--- src/rtl/sram_dual_port_arbiter.sv ---
// Round-robin arbiter sharing one dual-port SRAM among NREQ valid/ready requesters.
// Up to two non-conflicting grants per cycle (port 0 first); reads return through a registered response.
module sram_dual_port_arbiter #(
  parameter int unsigned NREQ  = 4,
  parameter int unsigned abits = 10,
  parameter int unsigned dbits = 16
) (
  input  logic                  clk,
  input  logic                  rstn,
  input  logic [NREQ-1:0]       req_valid,
  output logic [NREQ-1:0]       req_ready,
  input  logic [NREQ-1:0]       req_we,
  input  logic [NREQ*abits-1:0] req_addr,
  input  logic [NREQ*dbits-1:0] req_wdata,
  output logic [NREQ-1:0]       rsp_valid,
  output logic [NREQ*dbits-1:0] rsp_rdata,
  output logic [abits-1:0]      sram_a0,
  output logic [abits-1:0]      sram_a1,
  output logic [dbits-1:0]      sram_d0,
  output logic [dbits-1:0]      sram_d1,
  output logic                  sram_wen0,
  output logic                  sram_wen1,
  input  logic [dbits-1:0]      sram_q0,
  input  logic [dbits-1:0]      sram_q1
);

  localparam int unsigned IW = $clog2(NREQ);

  typedef struct packed {
    logic          vld;
    logic          is_read;
    logic [IW-1:0] idx;
  } tag_t;

  logic [IW-1:0] ptr;
  logic [IW-1:0] cand;
  logic          g0_vld;
  logic          g1_vld;
  logic [IW-1:0] g0;
  logic [IW-1:0] g1;
  tag_t          tag0;
  tag_t          tag1;

  // (base + k) mod NREQ without relying on a power-of-two NREQ
  function automatic logic [IW-1:0] wrap_inc(input logic [IW-1:0] base, input int unsigned k);
    int unsigned s;
    s = 32'(base) + k;
    if (s >= NREQ) s = s - NREQ;
    return IW'(s);
  endfunction

  // Scan from ptr: first valid wins port 0, next compatible valid wins port 1
  always_comb begin
    g0_vld = 1'b0;
    g1_vld = 1'b0;
    g0     = '0;
    g1     = '0;
    cand   = '0;
    for (int unsigned k = 0; k < NREQ; k++) begin
      cand = wrap_inc(ptr, k);
      if (rstn && req_valid[cand]) begin
        if (!g0_vld) begin
          g0_vld = 1'b1;
          g0     = cand;
        end else if (!g1_vld &&
                     ((req_addr[32'(g0)*abits +: abits] != req_addr[32'(cand)*abits +: abits]) ||
                      !(req_we[g0] || req_we[cand]))) begin
          g1_vld = 1'b1;
          g1     = cand;
        end
      end
    end
  end

  always_comb begin
    req_ready = '0;
    if (g0_vld) req_ready[g0] = 1'b1;
    if (g1_vld) req_ready[g1] = 1'b1;
  end

  assign sram_a0   = g0_vld ? req_addr[32'(g0)*abits +: abits]  : '0;
  assign sram_d0   = g0_vld ? req_wdata[32'(g0)*dbits +: dbits] : '0;
  assign sram_wen0 = g0_vld & req_we[g0];
  assign sram_a1   = g1_vld ? req_addr[32'(g1)*abits +: abits]  : '0;
  assign sram_d1   = g1_vld ? req_wdata[32'(g1)*dbits +: dbits] : '0;
  assign sram_wen1 = g1_vld & req_we[g1];

  // Pointer, per-port grant tags and read response registers
  always_ff @(posedge clk or negedge rstn) begin
    if (!rstn) begin
      ptr       <= '0;
      tag0      <= '0;
      tag1      <= '0;
      rsp_valid <= '0;
      rsp_rdata <= '0;
    end else begin
      if (g0_vld) ptr <= wrap_inc(g0, 1);
      tag0 <= '{vld: g0_vld, is_read: ~req_we[g0], idx: g0};
      tag1 <= '{vld: g1_vld, is_read: ~req_we[g1], idx: g1};
      rsp_valid <= '0;
      if (tag0.vld && tag0.is_read) begin
        rsp_valid[tag0.idx]                    <= 1'b1;
        rsp_rdata[32'(tag0.idx)*dbits +: dbits] <= sram_q0;
      end
      if (tag1.vld && tag1.is_read) begin
        rsp_valid[tag1.idx]                    <= 1'b1;
        rsp_rdata[32'(tag1.idx)*dbits +: dbits] <= sram_q1;
      end
    end
  end

endmodule

--- config.mk ---
export PLATFORM = sky130hd
export DESIGN_NAME = sram_dual_port_arbiter
export DESIGN_NICKNAME = d
export VERILOG_FILES = /design/src/rtl/sram_dual_port_arbiter.sv
export SDC_FILE = /design/constraint.sdc
export NUM_CORES = 1
export LEC_CHECK = 0
export BUFFER_PORTS_ARGS = -buffer_cell sky130_fd_sc_hd__buf_2
export CAP_MARGIN = 20
export CORE_MARGIN = 1
export CORE_UTILIZATION = 35
export DETAILED_ROUTE_END_ITERATION = 8
export PLACE_DENSITY = 0.65
export SLEW_MARGIN = 15
export SYNTH_ARGS = -nofsm -noshare
export SYNTH_HDL_FRONTEND = slang
export SYNTH_SLANG_ARGS = --single-unit
--- constraint.sdc ---
create_clock -name clk -period 7.51 [get_ports clk]
set_clock_uncertainty 0.05 [all_clocks]
set_input_delay 1.8775 -clock clk [delete_from_list [all_inputs] [get_ports clk]]
set_output_delay 1.8775 -clock clk [all_outputs]
set_load 0.02 [all_outputs]
# Word level (Yosys, flattened, before mapping)
# Index checks and enable logic that the tools add are counted.
[classes]
reduce_logical = 23
addsub = 11
bitwise_logic = 6
eq_ne = 3
shift = 14
n_mux = 78
n_mul = 8
n_lt_le_gt_ge = 20
[ops]
columns = ["operator", "n"]
rows = [
  ["$shiftx 40x7->10", 8],
  ["$bwmux 64", 2],
  ["$mux 64", 2],
  ["$shift 16x34->64 const A", 2],
  ["$shiftx 16x34->64", 2],
  ["$shiftx 64x7->16", 2],
  ["$neg 6->34", 2],
  ["$mux 2", 21],
  ["$mul 2x3->5 const B", 8],
  ["$lt 2x3->1 const B", 11],
  ["$mux 16", 2],
  ["$ne 10x10->1", 3],
  ["$mux 1", 29],
  ["$bmux 1 s2", 12],
  ["$mux 10", 2],
  ["$mux 4", 4],
  ["$ge 3x3->1 const B", 4],
  ["$logic_and 1x1->1", 12],
  ["$sub 2x1->2 const B", 5],
  ["$demux 1 s2", 4],
  ["$ge 2x1->1 const B", 4],
  ["$or 4x4->4", 2],
  ["$add 2x1->3 const B", 2],
  ["$add 2x2->3 const B", 2],
  ["5 further kinds", 16],
]
[word_totals]
elab_cells = 172
reg_bits = 78
output_inout_bits = 126
inputBits = 146

# Depth between registers and ports, before layout
[logic_depth]
depth_word = 30
mapped_depth = 22
ltp_nobuf = 17

# Least setup slack after synthesis
# Ideal clock, no wire load.
[synth_path]
path_kind = "input to output"
from = "input port req_valid[3]"
to = "output port sram_d1[0]"
setup_slack_ns = -0.328
t_required_ns = 5.582
t_arrival_ns = 5.910
n_path_buf = 3
cell_stages = 19
path_cell_list = "mux2_2 -> a2bb2oi_2 -> inv_2 -> ha_1 -> clkbuf_1 -> buf_2 -> nand2_1 -> a22oi_1 -> or2_2 -> xor2_1 -> nor4_1 -> and3_1 -> nor3_2 -> o21ai_1 -> a211oi_2 -> o221ai_2 -> clkbuf_1 -> o31ai_1 -> nor3b_1"
[synth_via]
elab_chain_cells = 24
word_cells_on_any_way = 68
classes_between = "mul: 3; eq/ne: 3; shift: 4; mux: 41; reduce/logical: 17"
[synth_lines]
columns = ["element", "line_no", "text"]
rows = [
  ["start: declaration", "10", "input logic [NREQ-1:0] req_valid,"],
  ["branches (longest 23 deep; another with $mul 2x3->5)", "n/a", ""],
  ["$mux 16 *", "85", "assign sram_d1 = g1_vld ? req_wdata[32'(g1)*dbits +: dbits] : '0;"],
  ["end: declaration", "20", "output logic [dbits-1:0] sram_d1,"],
]
# Every way passes the cells marked *. The select of a mux whose other input is x is not followed.

# Final worst setup path
[layout_path]
from = "input port req_valid[2]"
to = "output port sram_a1[0]"
[layout_via]
elab_chain_cells = 25
word_cells_on_any_way = 69
classes_between = "mul: 4; eq/ne: 3; shift: 4; mux: 41; reduce/logical: 17"
[layout_lines]
columns = ["element", "line_no", "text"]
rows = [
  ["branches (longest 24 deep; another with $mul 2x3->5)", "n/a", ""],
  ["$mux 10 *", "84", "assign sram_a1 = g1_vld ? req_addr[32'(g1)*abits +: abits] : '0;"],
  ["end: declaration", "18", "output logic [abits-1:0] sram_a1,"],
]
# Marked as above.

==> insert_results.sql <==
INSERT INTO impl_metrics (metric_group, metric, value, unit) VALUES
('status', 'run_status', 'finished, violations left', ''),
('status', 'violations_in_the_final_reports', 'setup timing', ''),
('sta', 'timing.final.crit_period', '7730', 'ps'),
('layout', 'finalInstanceArea', '0.0130', 'sq mm'),
('worst_hold_path', 'worstHoldEndpoint', 'rsp_rdata[54]', ''),
('floorplan', 'chipHeight', '163', 'um'),
('floorplan', 'design.portCount', '272', ''),
('cts', 'cts_tree', 'yes', ''),
('sta', 'maxClockFrequency', '0.129', 'GHz'),
('yosys', 'synth_cells', '995', ''),
('yosys', 'postSynthNetCount', '1159', ''),
('critical_path', 'start_kind', 'input pin', ''),
('layout', 'commonest_non_fill_non_tap_cell_in_the_layout', 'sky130_fd_sc_hd__buf_2', ''),
('floorplan', 'core.rowCount', '58', ''),
('pwr', 'sequentialPowerShare', '0.111', ''),
('critical_path', 'r2r_start', 'ptr[0]', ''),
('global_routing', 'antenna_found_initial', '2', ''),
('cts', 'cts.htree.levels', '3', ''),
('floorplan', 'core', '0.0253', 'sq mm'),
('yosys', 'synth-seq-area-share', '0.214', ''),
('sta', 'finalMaxSlewViolations', '0', ''),
('layout', 'nNetsFinal', '1468', ''),
('global_routing', 'global_route.usage.total', '0.258', ''),
('critical_path', 'timing.reg2reg.setup_slack', '3110', 'ps'),
('global_routing', 'pin_count_of_the_biggest_net_entering_global_routing', '79', ''),
('worst_hold_path', 'min_from', 'rsp_rdata[54]', ''),
('pwr', 'vdd.ir_drop.worst', '288', 'uV'),
('global_routing', 'globalRoute.totalOverflow', '0', ''),
('detailed_routing', 'detail_route.iter0.violations', '1125', ''),
('critical_path', 'worstSetupPathType', 'in2out', ''),
('yosys', 'post_synth.cell_area_avg', '9.15', 'sq um'),
('floorplan', 'die-area', '0.0267', 'sq mm'),
('floorplan', 'floorplan.initialDensity', '0.359', ''),
('placement', 'detailedPlacementHpwl', '24.7', 'mm'),
('detailed_routing', 'detail_route.wirelength', '35.9', 'mm'),
('placement', 'placer_congestion_estimate', '0.906', ''),
('pwr', 'net-switching-power', '0.00330', 'W'),
('yosys', 'synth-async-reset-ratio', '1.00', ''),
('placement', 'dp_worst_setup_slack', '-352', 'ps'),
('worst_hold_path', 'min-delay-path-class', 'reg2reg', ''),
('sta', 'finalWorstSetupSlack', '-220', 'ps'),
('yosys', 'synth_edf_count', '0', ''),
('detailed_routing', 'average_wire_length_per_cell_after_detail_routing', '21.9', 'um'),
('layout', 'layout_common_cells', 'sky130_fd_sc_hd__buf_2, sky130_fd_sc_hd__nand2_1, sky130_fd_sc_hd__buf_4', ''),
('detailed_routing', 'drc', '0', ''),
('placement', 'dpl_cell_area', '0.0115', 'sq mm'),
('critical_path', 'worst_r2r_path_depth', '14', ''),
('pwr', 'clkPwrFrac', '0.066', ''),
('critical_path', 'worstPathRequired', '5580', 'ps'),
('cts', 'cts_inserted_buffers', '9', ''),
('cts', 'cts-root-buf', 'sky130_fd_sc_hd__clkbuf_16', ''),
('flow_run', 'drv.max_cap_violation_count', '0', ''),
('global_routing', 'grt_first_pass_wirelength', '53.9', 'mm'),
('cts', 'count_of_clock_tree_sinks', '78', ''),
('yosys', 'synth.lib_cells_used.distinct', '80', ''),
('sta', 'report.final.setup_viol', '29', ''),
('worst_hold_path', 'number_of_cells_on_the_worst_hold_path', '2', ''),
('placement', 'io_buffer_count', '271', ''),
('yosys', 'synth.yosys.warnings', '0', ''),
('sta', 'worst_tran_pin_value', '1050', 'ps'),
('sta', 'grt_setup_unrepaired', 'yes', ''),
('critical_path', 'worst_r2r_endpoint', 'tag1[2]', ''),
('floorplan', 'die_w', '163', 'um'),
('pwr', 'combinational_group_share_of_total_power', '0.823', ''),
('layout', 'drive_gt1_frac', '0.481', ''),
('pwr', 'power.leakage', '5.52', 'nW'),
('sta', 'timing.final.hold_violations', '0', ''),
('yosys', 'synth_area', '0.00910', 'sq mm'),
('layout', 'area_growth', '42.3', '%'),
('pwr', 'netSwitchingFraction', '0.495', ''),
('global_routing', 'vias_in_the_first_global_route', '9532', '');
==> power groups by stage <==
stage / combinational, W / clock [W] / sequential, W
4_1_cts: 0.00507 / 0.000445 / 0.000736
5_1_grt: 0.00581 / 0.000464 / 0.000758
6_report: 0.00548 / 0.000438 / 0.000739
2_1_floorplan: 0.00302 / 0 / 0.000904
3_5_place_dp: 0.00460 / 0 / 0.000743
3_3_place_gp: 0.00454 / 0 / 0.000738
==> metal layers <==
metal | track usage | share of wire
met1 | 0.341 | 0.39
met2 | 0.417 | 0.48
met3 | 0.0376 | 0.094
met4 | 0.117 | 0.038
met5 | 0 | 0
==> worst max-delay path, cell delays in order <==
cell and delay [ps]:
sky130_fd_sc_hd__buf_6 90, sky130_fd_sc_hd__mux2_4 280, sky130_fd_sc_hd__a2bb2oi_4 150, sky130_fd_sc_hd__inv_2 70
sky130_fd_sc_hd__ha_4 160, sky130_fd_sc_hd__buf_4 140, sky130_fd_sc_hd__buf_12 150, sky130_fd_sc_hd__nand2_1 70
sky130_fd_sc_hd__a21oi_1 80, sky130_fd_sc_hd__or4b_1 470, sky130_fd_sc_hd__nand4_1 110, sky130_fd_sc_hd__nand4_1 160
sky130_fd_sc_hd__buf_4 190, sky130_fd_sc_hd__o31ai_4 260, sky130_fd_sc_hd__nor2_2 120, sky130_fd_sc_hd__o31ai_2 310
sky130_fd_sc_hd__o22a_4 260, sky130_fd_sc_hd__inv_8 80, sky130_fd_sc_hd__buf_12 170, sky130_fd_sc_hd__a211o_1 300
sky130_fd_sc_hd__o311a_1 110, sky130_fd_sc_hd__buf_4 160
==> worst max path at each step <==
stage	slack, ps	depth (start not counted)	to	start
3_5_place_dp	-350	21	sram_d1[4]	req_valid[3]
6_report	-220	22	sram_a1[0]	req_valid[2]
3_3_place_gp	-450	18	sram_a1[6]	req_valid[3]
5_1_grt	-390	22	sram_d1[0]	req_valid[2]
4_1_cts	-90	24	sram_d1[4]	req_valid[2]
2_1_floorplan	-30	18	sram_d1[11]	req_valid[3]
==> sequential cells by signal (all words and copies together) (netlist names) <==
| register | cells |
|---|---|
| tag1 | 4 |
| tag0 | 4 |
| rsp_rdata | 64 |
| rsp_valid | 4 |
| ptr | 2 |
==> what timing repair did <==
item | CTS | global route
setup endpoints to repair | 31 | 31
buffers inserted | 18 | 11
cloned | 5 | 4
gates resized for setup | 81 | 87
pin swaps | 44 | 32
==> metrics by stage <==
step	hold slack, ps	TNS [ps]	util	power, W	instances
2_1_floorplan	600	-229	-	0.00393	995
3_3_place_gp	508	-11870	0.453	0.00528	1586
3_5_place_dp	522	-8920	0.454	0.00534	1587
4_1_cts	535	-1850	0.491	0.00625	1626
5_1_grt	566	-9290	0.511	0.00704	1641
6_report	530	-4380	0.511	0.00665	1641
==> synthesized netlist by cell type, types with 17 or more instances <==
cell type	instances	area share
sky130_fd_sc_hd__o31ai_1	28	0.023
sky130_fd_sc_hd__mux4_2	54	0.13
sky130_fd_sc_hd__buf_2	22	0.012
sky130_fd_sc_hd__dfrtp_1	78	0.21
sky130_fd_sc_hd__a211oi_1	67	0.055
sky130_fd_sc_hd__nor3b_2	17	0.023
sky130_fd_sc_hd__a21oi_1	21	0.012
sky130_fd_sc_hd__ha_1	18	0.025
sky130_fd_sc_hd__o21ai_0	83	0.046
sky130_fd_sc_hd__nand2_1	110	0.045
sky130_fd_sc_hd__mux2i_1	59	0.065
sky130_fd_sc_hd__a211oi_2	20	0.027
sky130_fd_sc_hd__clkbuf_1	58	0.024
sky130_fd_sc_hd__inv_1	17	0.0070
sky130_fd_sc_hd__a22oi_1	67	0.055
sky130_fd_sc_hd__and2_1	29	0.020
sky130_fd_sc_hd__nor3_1	30	0.016
sky130_fd_sc_hd__nor2_1	29	0.012
==> final cells by class <==
class	instances	area, sq um
antenna	2	5.00
clock buffer	9	225
clock inverter	7	72.6
fill	2312	12400
inverter	21	86.3
multi-input combinational	798	7380
sequential	78	1950
tap	330	413
timing repair buffer	396	2820
==> cell families after synthesis <==
logic type,share of synthesized area
AND/OR/NAND/NOR,0.168
AO/OA/AOI/OAI,0.286
flip-flops,0.214
adder cells (fa/ha/maj),0.0247
XOR/XNOR,0.0260
buffers and inverters,0.0613
multiplexers,0.220
Power figures use the tool's default switching activity.
